$ cat config.mk
export PLATFORM = sky130hd
export DESIGN_NAME = instr_fetch_unit
export DESIGN_NICKNAME = d
export VERILOG_FILES = /design/src/rtl/instr_fetch_unit.sv
export SDC_FILE = /design/constraint.sdc
export NUM_CORES = 1
export LEC_CHECK = 0
export CAP_MARGIN = 20
export CORE_UTILIZATION = 45
export DETAILED_ROUTE_END_ITERATION = 10
export PLACE_DENSITY_LB_ADDON = 0.08
export SLEW_MARGIN = 20
export SYNTH_ARGS = -nofsm -noshare
export SYNTH_HDL_FRONTEND = slang
export SYNTH_SLANG_ARGS = --single-unit
$ cat constraint.sdc
create_clock -name clk -period 3.43 [get_ports clk]
set_input_delay 0.686 -clock clk [delete_from_list [all_inputs] [get_ports clk]]
set_output_delay 0.686 -clock clk [all_outputs]
set_load 0.03 [all_outputs]
$ cat src/rtl/instr_fetch_unit.sv
// Instruction fetch unit: PC, req/ack fetch from instruction memory, field split, valid/ready output.
// Optional macro FETCH_INSTR_COUNT_EN adds a saturating consumed-instruction counter (instr_count).
module instr_fetch_unit #(
    parameter int              PC_W     = 8,
    parameter logic [PC_W-1:0] RESET_PC = '0
) (
    input  logic            clk,
    input  logic            rst_n,
    output logic            imem_req,
    output logic [PC_W-1:0] imem_addr,
    input  logic            imem_ack,
    input  logic [7:0]      imem_rdata,
    output logic            out_valid,
    input  logic            out_ready,
    output logic [7:0]      out_instr,
    output logic [3:0]      out_opcode,
    output logic [1:0]      rs_addr,
    output logic [1:0]      rt_addr,
    output logic [3:0]      out_imm,
    output logic [PC_W-1:0] out_pc,
    input  logic            redirect_valid,
    input  logic [PC_W-1:0] redirect_pc,
    input  logic            halt,
    output logic            halted
`ifdef FETCH_INSTR_COUNT_EN
    ,
    output logic [15:0]     instr_count
`endif
);

    typedef enum logic [1:0] {
        S_REQ  = 2'd0,
        S_WAIT = 2'd1,
        S_OUT  = 2'd2,
        S_HALT = 2'd3
    } state_t;

    state_t          r_state;
    state_t          w_next;
    logic            r_run;
    logic            r_stale;
    logic            r_halt_lat;
    logic [PC_W-1:0] r_pc;
    logic [PC_W-1:0] r_out_pc;
    logic [7:0]      r_instr;
    logic [PC_W-1:0] w_pc_next;
    logic            w_stale_next;
    logic            w_issue;
    logic            w_capture;
    logic            w_consume;

    // r_run holds off the first request until the cycle after reset is released
    assign w_issue   = r_run && (r_state == S_REQ);
    assign w_capture = (r_state == S_WAIT) && imem_ack && !r_stale && !redirect_valid;
    assign w_consume = (r_state == S_OUT) && out_ready;

    // Next-state, next-PC and stale-fetch tracking
    always_comb begin
        w_next       = r_state;
        w_pc_next    = r_pc;
        w_stale_next = r_stale;
        case (r_state)
            S_REQ: begin
                if (redirect_valid) begin
                    w_pc_next = redirect_pc;
                    // a request going out this very cycle already targets the old PC
                    if (w_issue) begin
                        w_next       = S_WAIT;
                        w_stale_next = 1'b1;
                    end else begin
                        w_next = S_REQ;
                    end
                end else if (w_issue) begin
                    w_next = S_WAIT;
                end else begin
                    w_next = S_REQ;
                end
            end
            S_WAIT: begin
                if (imem_ack) begin
                    w_stale_next = 1'b0;
                    if (redirect_valid) begin
                        w_pc_next = redirect_pc;
                        w_next    = S_REQ;
                    end else if (r_stale) begin
                        w_next = S_REQ;
                    end else begin
                        w_pc_next = r_pc + {{(PC_W-1){1'b0}}, 1'b1};
                        w_next    = S_OUT;
                    end
                end else if (redirect_valid) begin
                    w_pc_next    = redirect_pc;
                    w_stale_next = 1'b1;
                end else begin
                    w_next = S_WAIT;
                end
            end
            S_OUT: begin
                if (redirect_valid) begin
                    w_pc_next = redirect_pc;
                    w_next    = S_REQ;
                end else if (out_ready) begin
                    w_next = (halt || r_halt_lat) ? S_HALT : S_REQ;
                end else begin
                    w_next = S_OUT;
                end
            end
            S_HALT: begin
                w_next = S_HALT;
            end
            default: begin
                w_next = S_REQ;
            end
        endcase
    end

    // State, PC and captured-instruction registers
    always_ff @(posedge clk) begin
        if (!rst_n) begin
            r_state    <= S_REQ;
            r_run      <= 1'b0;
            r_stale    <= 1'b0;
            r_halt_lat <= 1'b0;
            r_pc       <= RESET_PC;
            r_out_pc   <= RESET_PC;
            r_instr    <= 8'h00;
        end else begin
            r_state    <= w_next;
            r_run      <= 1'b1;
            r_stale    <= w_stale_next;
            r_halt_lat <= r_halt_lat | halt;
            r_pc       <= w_pc_next;
            if (w_capture) begin
                r_instr  <= imem_rdata;
                r_out_pc <= r_pc;
            end
        end
    end

`ifdef FETCH_INSTR_COUNT_EN
    logic [15:0] r_instr_count;

    // Saturating count of consumed instructions; redirects do not clear it
    always_ff @(posedge clk) begin
        if (!rst_n) begin
            r_instr_count <= 16'h0000;
        end else if (w_consume && (r_instr_count != 16'hFFFF)) begin
            r_instr_count <= r_instr_count + 16'h0001;
        end
    end

    assign instr_count = r_instr_count;
`else
    logic w_unused_consume;
    assign w_unused_consume = w_consume;
`endif

    assign imem_req   = w_issue;
    assign imem_addr  = r_pc;
    assign out_valid  = (r_state == S_OUT);
    assign out_instr  = r_instr;
    assign out_opcode = r_instr[7:4];
    assign rs_addr    = r_instr[3:2];
    assign rt_addr    = r_instr[1:0];
    assign out_imm    = r_instr[3:0];
    assign out_pc     = r_out_pc;
    assign halted     = (r_state == S_HALT);

endmodule
==> impl_metrics.py, run 1 <==
metrics = {
    "sta": {
        "report.final.slew_viol_count": 0,
        "worst_slew_pin_slew_ns": 0.9028,
        "setup_slack_ns": 0.9512,
        "grt_setup_unrepaired": "false",
        "max_slew_margin_pct": 39.63,
        "maxClockFrequency_ghz": 0.4034,
        "period_share_pct": 72.27,
        "final-hold-violation-count": 0,
        "post-route-min-period_ns": 2.479,
        "setup_tns_ns": 0,
        "finClkSkew_ns": 0.008268,
        "setup_viol_count_final": 0,
    },
    "detailed_routing": {
        "post-route-drc-count": 0,
        "route.final.wire_length_mm": 3.547,
        "drtIter0Drc": 70,
        "via_count": 1370,
        "routed_wire_length_per_instance_um": 13.49,
        "post_drt_via_cell_ratio": 5.209,
        "antenna_violating_nets_post_route": 0,
        "drt_pre_antenna_iters": 5,
    },
    "floorplanning": {
        "start_util_pct": 48.88,
        "dieWidth_um": 60.29,
        "die_outline_area_um2": 3635,
        "fp.dieH_um": 60.29,
        "design.core.area_um2": 3128,
        "rows": 20,
        "io-pin-count": 61,
    },
    "synthesis": {
        "avgSynthCellArea_um2": 8.838,
        "netlist-cell-type-count": 48,
        "number_of_enable_type_register_cells_in_the_synthesized_netlist": 0,
        "netlist_instances": 173,
        "synth_async_sr_flop_share_pct": 0,
        "ys_seq_elements": 29,
        "postSynthNetCount": 196,
        "ys_dominant_reg_cell": "sky130_fd_sc_hd__dfxtp_1",
        "synth-seq-area-share_pct": 37.97,
        "yosys_warnings": 0,
        "synth.cell_area_um2": 1529,
    },
    "placement": {
        "preCtsSetupSlack_ns": 0.7897,
        "placer_congestion": 0.8078,
        "io_buffer_count": 60,
        "placedInstanceArea_um2": 2032,
        "hpwlAfterDp_mm": 2.498,
    },
    "grt": {
        "largest_net_degree_at_the_start_of_global_routing": 31,
        "grt-ovfl-total": 0,
        "antenna_violations_before_repair": 0,
        "grt_pass1_vias": 1166,
        "gr-usage-all-layers_pct": 21.26,
        "first_pass_grt_wire_length_mm": 5.547,
    },
    "clock_network": {
        "clockBufferDepth": 2,
        "htreeDepth": 2,
        "cts_inserted_buffers": 5,
        "clock_latency_ns": 0.33,
        "clock_sink_count": 29,
        "cts.repair.resized": 0,
        "cts.hold.buffers_added": 0,
        "ctsRootBufferMaster": "sky130_fd_sc_hd__clkbuf_4",
        "post_cts_setup_buffers": 0,
        "clk_pin_slew_ns": 0.09,
        "cts_tree": "yes",
    },
    "final_layout": {
        "final_layout_size_suffix_gt1_share_pct": 17.35,
        "commonest_non_fill_non_tap_cells_in_the_layout": "sky130_fd_sc_hd__clkdlybuf4s50_1 (60), sky130_fd_sc_hd__dfxtp_1 (29), sky130_fd_sc_hd__nand2_1 (26), sky130_fd_sc_hd__nand2_2 (11), sky130_fd_sc_hd__a21boi_2 (10)",
        "design_area_um2": 2102,
        "layout.nets": 241,
        "antenna_cells": 0,
        "area_growth_pct": 37.48,
        "layout.cells.most_common": "sky130_fd_sc_hd__clkdlybuf4s50_1",
        "final_core_utilization_pct": 67.20,
        "number_of_fillers_in_the_final_layout": 286,
    },
    "setup_path": {
        "cp.arrival_ns": 1.79,
        "rrSetupSlack_ns": 1.56,
        "startpoint_type": "flip-flop",
        "maximum_fanout_along_the_worst_path": 12,
        "timing_worst_setup_path_type": "flip-flop to primary output",
        "worstReg2RegStart": "r_state[0]",
        "r2r_worst_path_depth": 4,
        "setup.worst_path.start": "r_state[0]",
        "timing.critical_path.to_type": "primary output",
        "worstPathRequired_ns": 2.74,
        "r2r-end": "out_pc[3]",
    },
    "hold_path": {
        "timing.hold.worst_endpoint": "out_pc[4]",
        "holdCritStartpoint": "out_pc[4]",
        "holdPathStages": 2,
        "min-delay-path-class": "flip-flop to flip-flop",
    },
    "power_and_ir_drop": {
        "power_leakage_nw": 0.7119,
        "vdd.ir_drop.worst_v": 0.0002204,
        "power-per-cell-area_nw_per_um2": 357.2,
    },
    "run_status": {
        "outcome": "completed",
    },
    "job": {
        "max_cap_viol_count": 0,
    },
}
[cell families after synthesis]
logic type	share of synthesized area, %
multiplexers	0.7364
AO/OA/AOI/OAI	26.92
flip-flops	37.97
AND/OR/NAND/NOR	22.34
buffers and inverters	11.21
adder cells (fa/ha/maj)	0.8182
[flip-flops by register name, summed over array words and instances, names as in the netlist]
register	cells
imem_addr	8
out_instr	8
out_pc	8
r_halt_lat	1
r_run	1
r_stale	1
r_state	2
[synthesized netlist by cell type, types with 2 or more instances]
cell type	instances	share of area, %
sky130_fd_sc_hd__nor3_1	3	0.98
sky130_fd_sc_hd__buf_2	3	0.98
sky130_fd_sc_hd__o221a_2	3	2.2
sky130_fd_sc_hd__clkbuf_1	5	1.2
sky130_fd_sc_hd__a21boi_0	3	1.5
sky130_fd_sc_hd__inv_1	2	0.49
sky130_fd_sc_hd__a21boi_2	10	7.4
sky130_fd_sc_hd__nand2_2	11	4.5
sky130_fd_sc_hd__dfxtp_1	29	38
sky130_fd_sc_hd__nor2b_1	2	0.82
sky130_fd_sc_hd__o21a_1	2	0.98
sky130_fd_sc_hd__a21oi_1	7	2.3
sky130_fd_sc_hd__nand4_1	2	0.82
sky130_fd_sc_hd__buf_4	12	5.9
sky130_fd_sc_hd__o221a_1	2	1.5
sky130_fd_sc_hd__o21ai_0	5	1.6
sky130_fd_sc_hd__a21boi_1	6	2.9
sky130_fd_sc_hd__nand3_1	4	1.3
sky130_fd_sc_hd__nand2_1	26	6.4
sky130_fd_sc_hd__nor2_1	8	2.0
[worst max-delay path: stages, from the launching register on]
cell and delay (ns):
sky130_fd_sc_hd__dfxtp_1 0.55, sky130_fd_sc_hd__and2_1 0.24, sky130_fd_sc_hd__clkdlybuf4s50_1 0.68
[layer usage]
metal	GRT usage, %	up-vias	wire length [um]
met3	6.710	5	203
li1	-	688	-
met1	26.29	625	1578
met2	33.75	52	1717
met4	8.970	0	47
met5	0	-	0
[final cells by class]
cell class | count | area (um2) | area share, %
Clock buffer | 7 | 65.06 | 3.095
Clock inverter | 1 | 5.005 | 0.2381
Inverter | 3 | 11.26 | 0.5357
Multi-Input combinational cell | 118 | 777.0 | 36.96
Sequential cell | 29 | 580.6 | 27.62
Tap cell | 44 | 55.05 | 2.619
Timing Repair Buffer | 61 | 608.1 | 28.93
[metrics by stage]
stage / power [mW] / hold WS, ns / cells
6_report: 0.7508 / 0.4577 / 263
5_1_grt: 0.7894 / 0.4707 / 263
4_1_cts: 0.7560 / 0.4575 / 263
3_5_place_dp: 0.5190 / 0.4446 / 255
3_3_place_gp: 0.5155 / 0.4441 / 255
2_1_floorplan: 0.4596 / 0.4705 / 173
[worst max path at each step]
stage                         to  slack [ns]  cells past startpoint
global placement    out_instr[4]        0.85                      5
finish                    halted        0.95                      2
CTS                       halted        0.93                      2
detailed placement     out_pc[3]        0.79                      5
floorplan               imem_req        1.46                      2
global route              halted        0.83                      2
[where the power goes]
group / switching [mW] / total, mW / internal [mW]
clock network: 0.121 / 0.239 / 0.119
registers: 0.0207 / 0.371 / 0.351
logic: 0.0699 / 0.140 / 0.0704
(Power assumes the default switching activity.)
==> run 2, diff against run 1 <==
- CORE_UTILIZATION: 45 -> 43
- clock period: 3.43 -> 2.35 ns (I/O delays scaled with it)
==> run 2 against run 1 <==
Clock skew fell by 0.00055 ns. Final cell count rose by 1.9%. Worst hold slack improved by 0.0015 ns. Sequential power rose by 46%. Global-route usage fell by 1.9 points. Cell area rose by 0.83%.
==> impl_metrics.py, run 2 (same netlist as run 1, synthesis figures left out) <==
metrics = {
    "run_status": {
        "outcome": "completed",
    },
    "power_and_ir_drop": {
        "comb_power_share_pct": 19.7,
        "power_leakage_nw": 0.7205,
        "p_clk_share_pct": 28.8,
        "vdd.ir_drop.worst_v": 0.0002990,
        "netSwitchingPower_mw": 0.2929,
        "swShare_pct": 27.88,
        "power-per-cell-area_nw_per_um2": 495.5,
        "power.sequential.fraction_pct": 51.6,
        "intPower_mw": 0.7575,
        "p_total_mw": 1.050,
    },
    "grt": {
        "largest_net_degree_at_the_start_of_global_routing": 19,
        "gr-usage-all-layers_pct": 19.33,
        "first_pass_grt_wire_length_mm": 5.250,
        "antenna_violations_before_repair": 0,
        "grt-ovfl-total": 0,
        "grt_pass1_vias": 1190,
    },
    "detailed_routing": {
        "post_drt_via_cell_ratio": 5.160,
        "antenna_violating_nets_post_route": 0,
        "met3_wirelength_um": 264,
        "drtIter0Drc": 50,
        "top_layer_used": "met4",
        "drt_pre_antenna_iters": 4,
        "post-route-drc-count": 0,
        "m1WireLength_mm": 1.438,
        "routed_wire_length_per_instance_um": 13.03,
        "via_count": 1383,
        "met2RoutedLength_mm": 1.740,
        "route.final.wire_length_mm": 3.492,
    },
    "sta": {
        "hold-worst-slack_ns": 0.4592,
        "setup_tns_ns": 0,
        "final-hold-violation-count": 0,
        "maxClockFrequency_ghz": 0.4424,
        "max_slew_margin_pct": 64.37,
        "finClkSkew_ns": 0.007720,
        "report.final.slew_viol_count": 0,
        "setup_slack_ns": 0.08973,
        "post-route-min-period_ns": 2.260,
        "worst_slew_pin_slew_ns": 0.5327,
        "grt_setup_unrepaired": "false",
        "setup_viol_count_final": 0,
        "period_share_pct": 96.18,
    },
    "clock_network": {
        "ctsRootBufferMaster": "sky130_fd_sc_hd__clkbuf_4",
        "htreeDepth": 2,
        "cts_inserted_buffers": 5,
        "clk_pin_slew_ns": 0.08,
        "cts.repair.resized": 0,
        "cts_tree": "yes",
        "clockBufferDepth": 2,
        "cts.hold.buffers_added": 0,
        "clock_latency_ns": 0.33,
        "clock_sink_count": 29,
        "post_cts_setup_buffers": 0,
    },
    "final_layout": {
        "number_of_fillers_in_the_final_layout": 339,
        "final_layout_size_suffix_gt1_share_pct": 18.02,
        "commonest_non_fill_non_tap_cells_in_the_layout": "sky130_fd_sc_hd__clkdlybuf4s50_1 (60), sky130_fd_sc_hd__dfxtp_1 (29), sky130_fd_sc_hd__nand2_1 (26), sky130_fd_sc_hd__nand2_2 (11), sky130_fd_sc_hd__a21boi_2 (10)",
        "design_area_um2": 2120,
        "area_growth_pct": 38.63,
        "layout.nets": 245,
        "final_core_utilization_pct": 63.02,
        "antenna_cells": 0,
        "layout.cells.non_filler": 268,
        "layout.cells.most_common": "sky130_fd_sc_hd__clkdlybuf4s50_1",
    },
    "placement": {
        "placedInstanceArea_um2": 2064,
        "preCtsSetupSlack_ns": 0.1781,
        "placer_congestion": 0.8471,
        "total_instance_count_after_detailed_placement": 261,
        "io_buffer_count": 60,
        "hpwlAfterDp_mm": 2.569,
    },
    "floorplanning": {
        "fp.dieH_um": 61.63,
        "rows": 21,
        "die_outline_area_um2": 3798,
        "io-pin-count": 61,
        "dieWidth_um": 61.63,
        "start_util_pct": 45.46,
        "design.core.area_um2": 3363,
    },
    "setup_path": {
        "worstPathRequired_ns": 1.88,
        "timing.critical_path.to_type": "primary output",
        "startpoint_type": "flip-flop",
        "rrSetupSlack_ns": 0.73,
        "maximum_fanout_along_the_worst_path": 12,
        "timing_worst_setup_path_type": "flip-flop to primary output",
        "cp.arrival_ns": 1.79,
    },
    "hold_path": {
        "min-delay-path-class": "flip-flop to flip-flop",
    },
    "job": {
        "max_cap_viol_count": 0,
    },
}
-- run 2: changes by cell type in the layout (fill, tap and decap cells not counted), sizes merged --
cell	change
clkinv	-1
buf	+4
-- run 2: path summary, 6_finish.rpt --
kind              startpoint        end  cells after the start
setup / recovery  r_state[0]     halted                      2
hold / removal     out_pc[5]  out_pc[5]                      2
setup reg to reg  r_state[0]  out_pc[2]                      5
hold reg to reg    out_pc[5]  out_pc[5]                      2
-- run 2: cell type report --
cell class                      instances  area [um2]  share of cell area [%]
Multi-Input combinational cell        118       777.0                   36.66
Clock buffer                            7       55.05                   2.597
Sequential cell                        29       580.6                   27.39
Tap cell                               46       57.56                   2.715
Inverter                                3       11.26                  0.5313
Timing Repair Buffer                   65       638.1                   30.11
-- run 2: worst max-delay path, stage by stage, from the launching register on --
cell,delay (ns)
sky130_fd_sc_hd__dfxtp_1,0.54
sky130_fd_sc_hd__and2_1,0.25
sky130_fd_sc_hd__clkdlybuf4s50_1,0.69
-- run 2: metal layers --
| metal | vias to the layer above | global-route usage, % |
|---|---|---|
| met1 | 631 | 21.41 |
| met4 | 0 | 7.619 |
| met2 | 52 | 33.33 |
| met5 | - | 0 |
| met3 | 6 | 7.353 |
| li1 | 694 | - |
-- run 2: power by group through the flow --
stage / Combinational [mW] / Clock [mW] / Sequential, mW
final: 0.207 / 0.302 / 0.542
after global routing: 0.222 / 0.337 / 0.546
after CTS: 0.209 / 0.312 / 0.542
after detailed placement: 0.207 / 0 / 0.553
after global placement: 0.203 / 0 / 0.552
after floorplan: 0.100 / 0 / 0.571
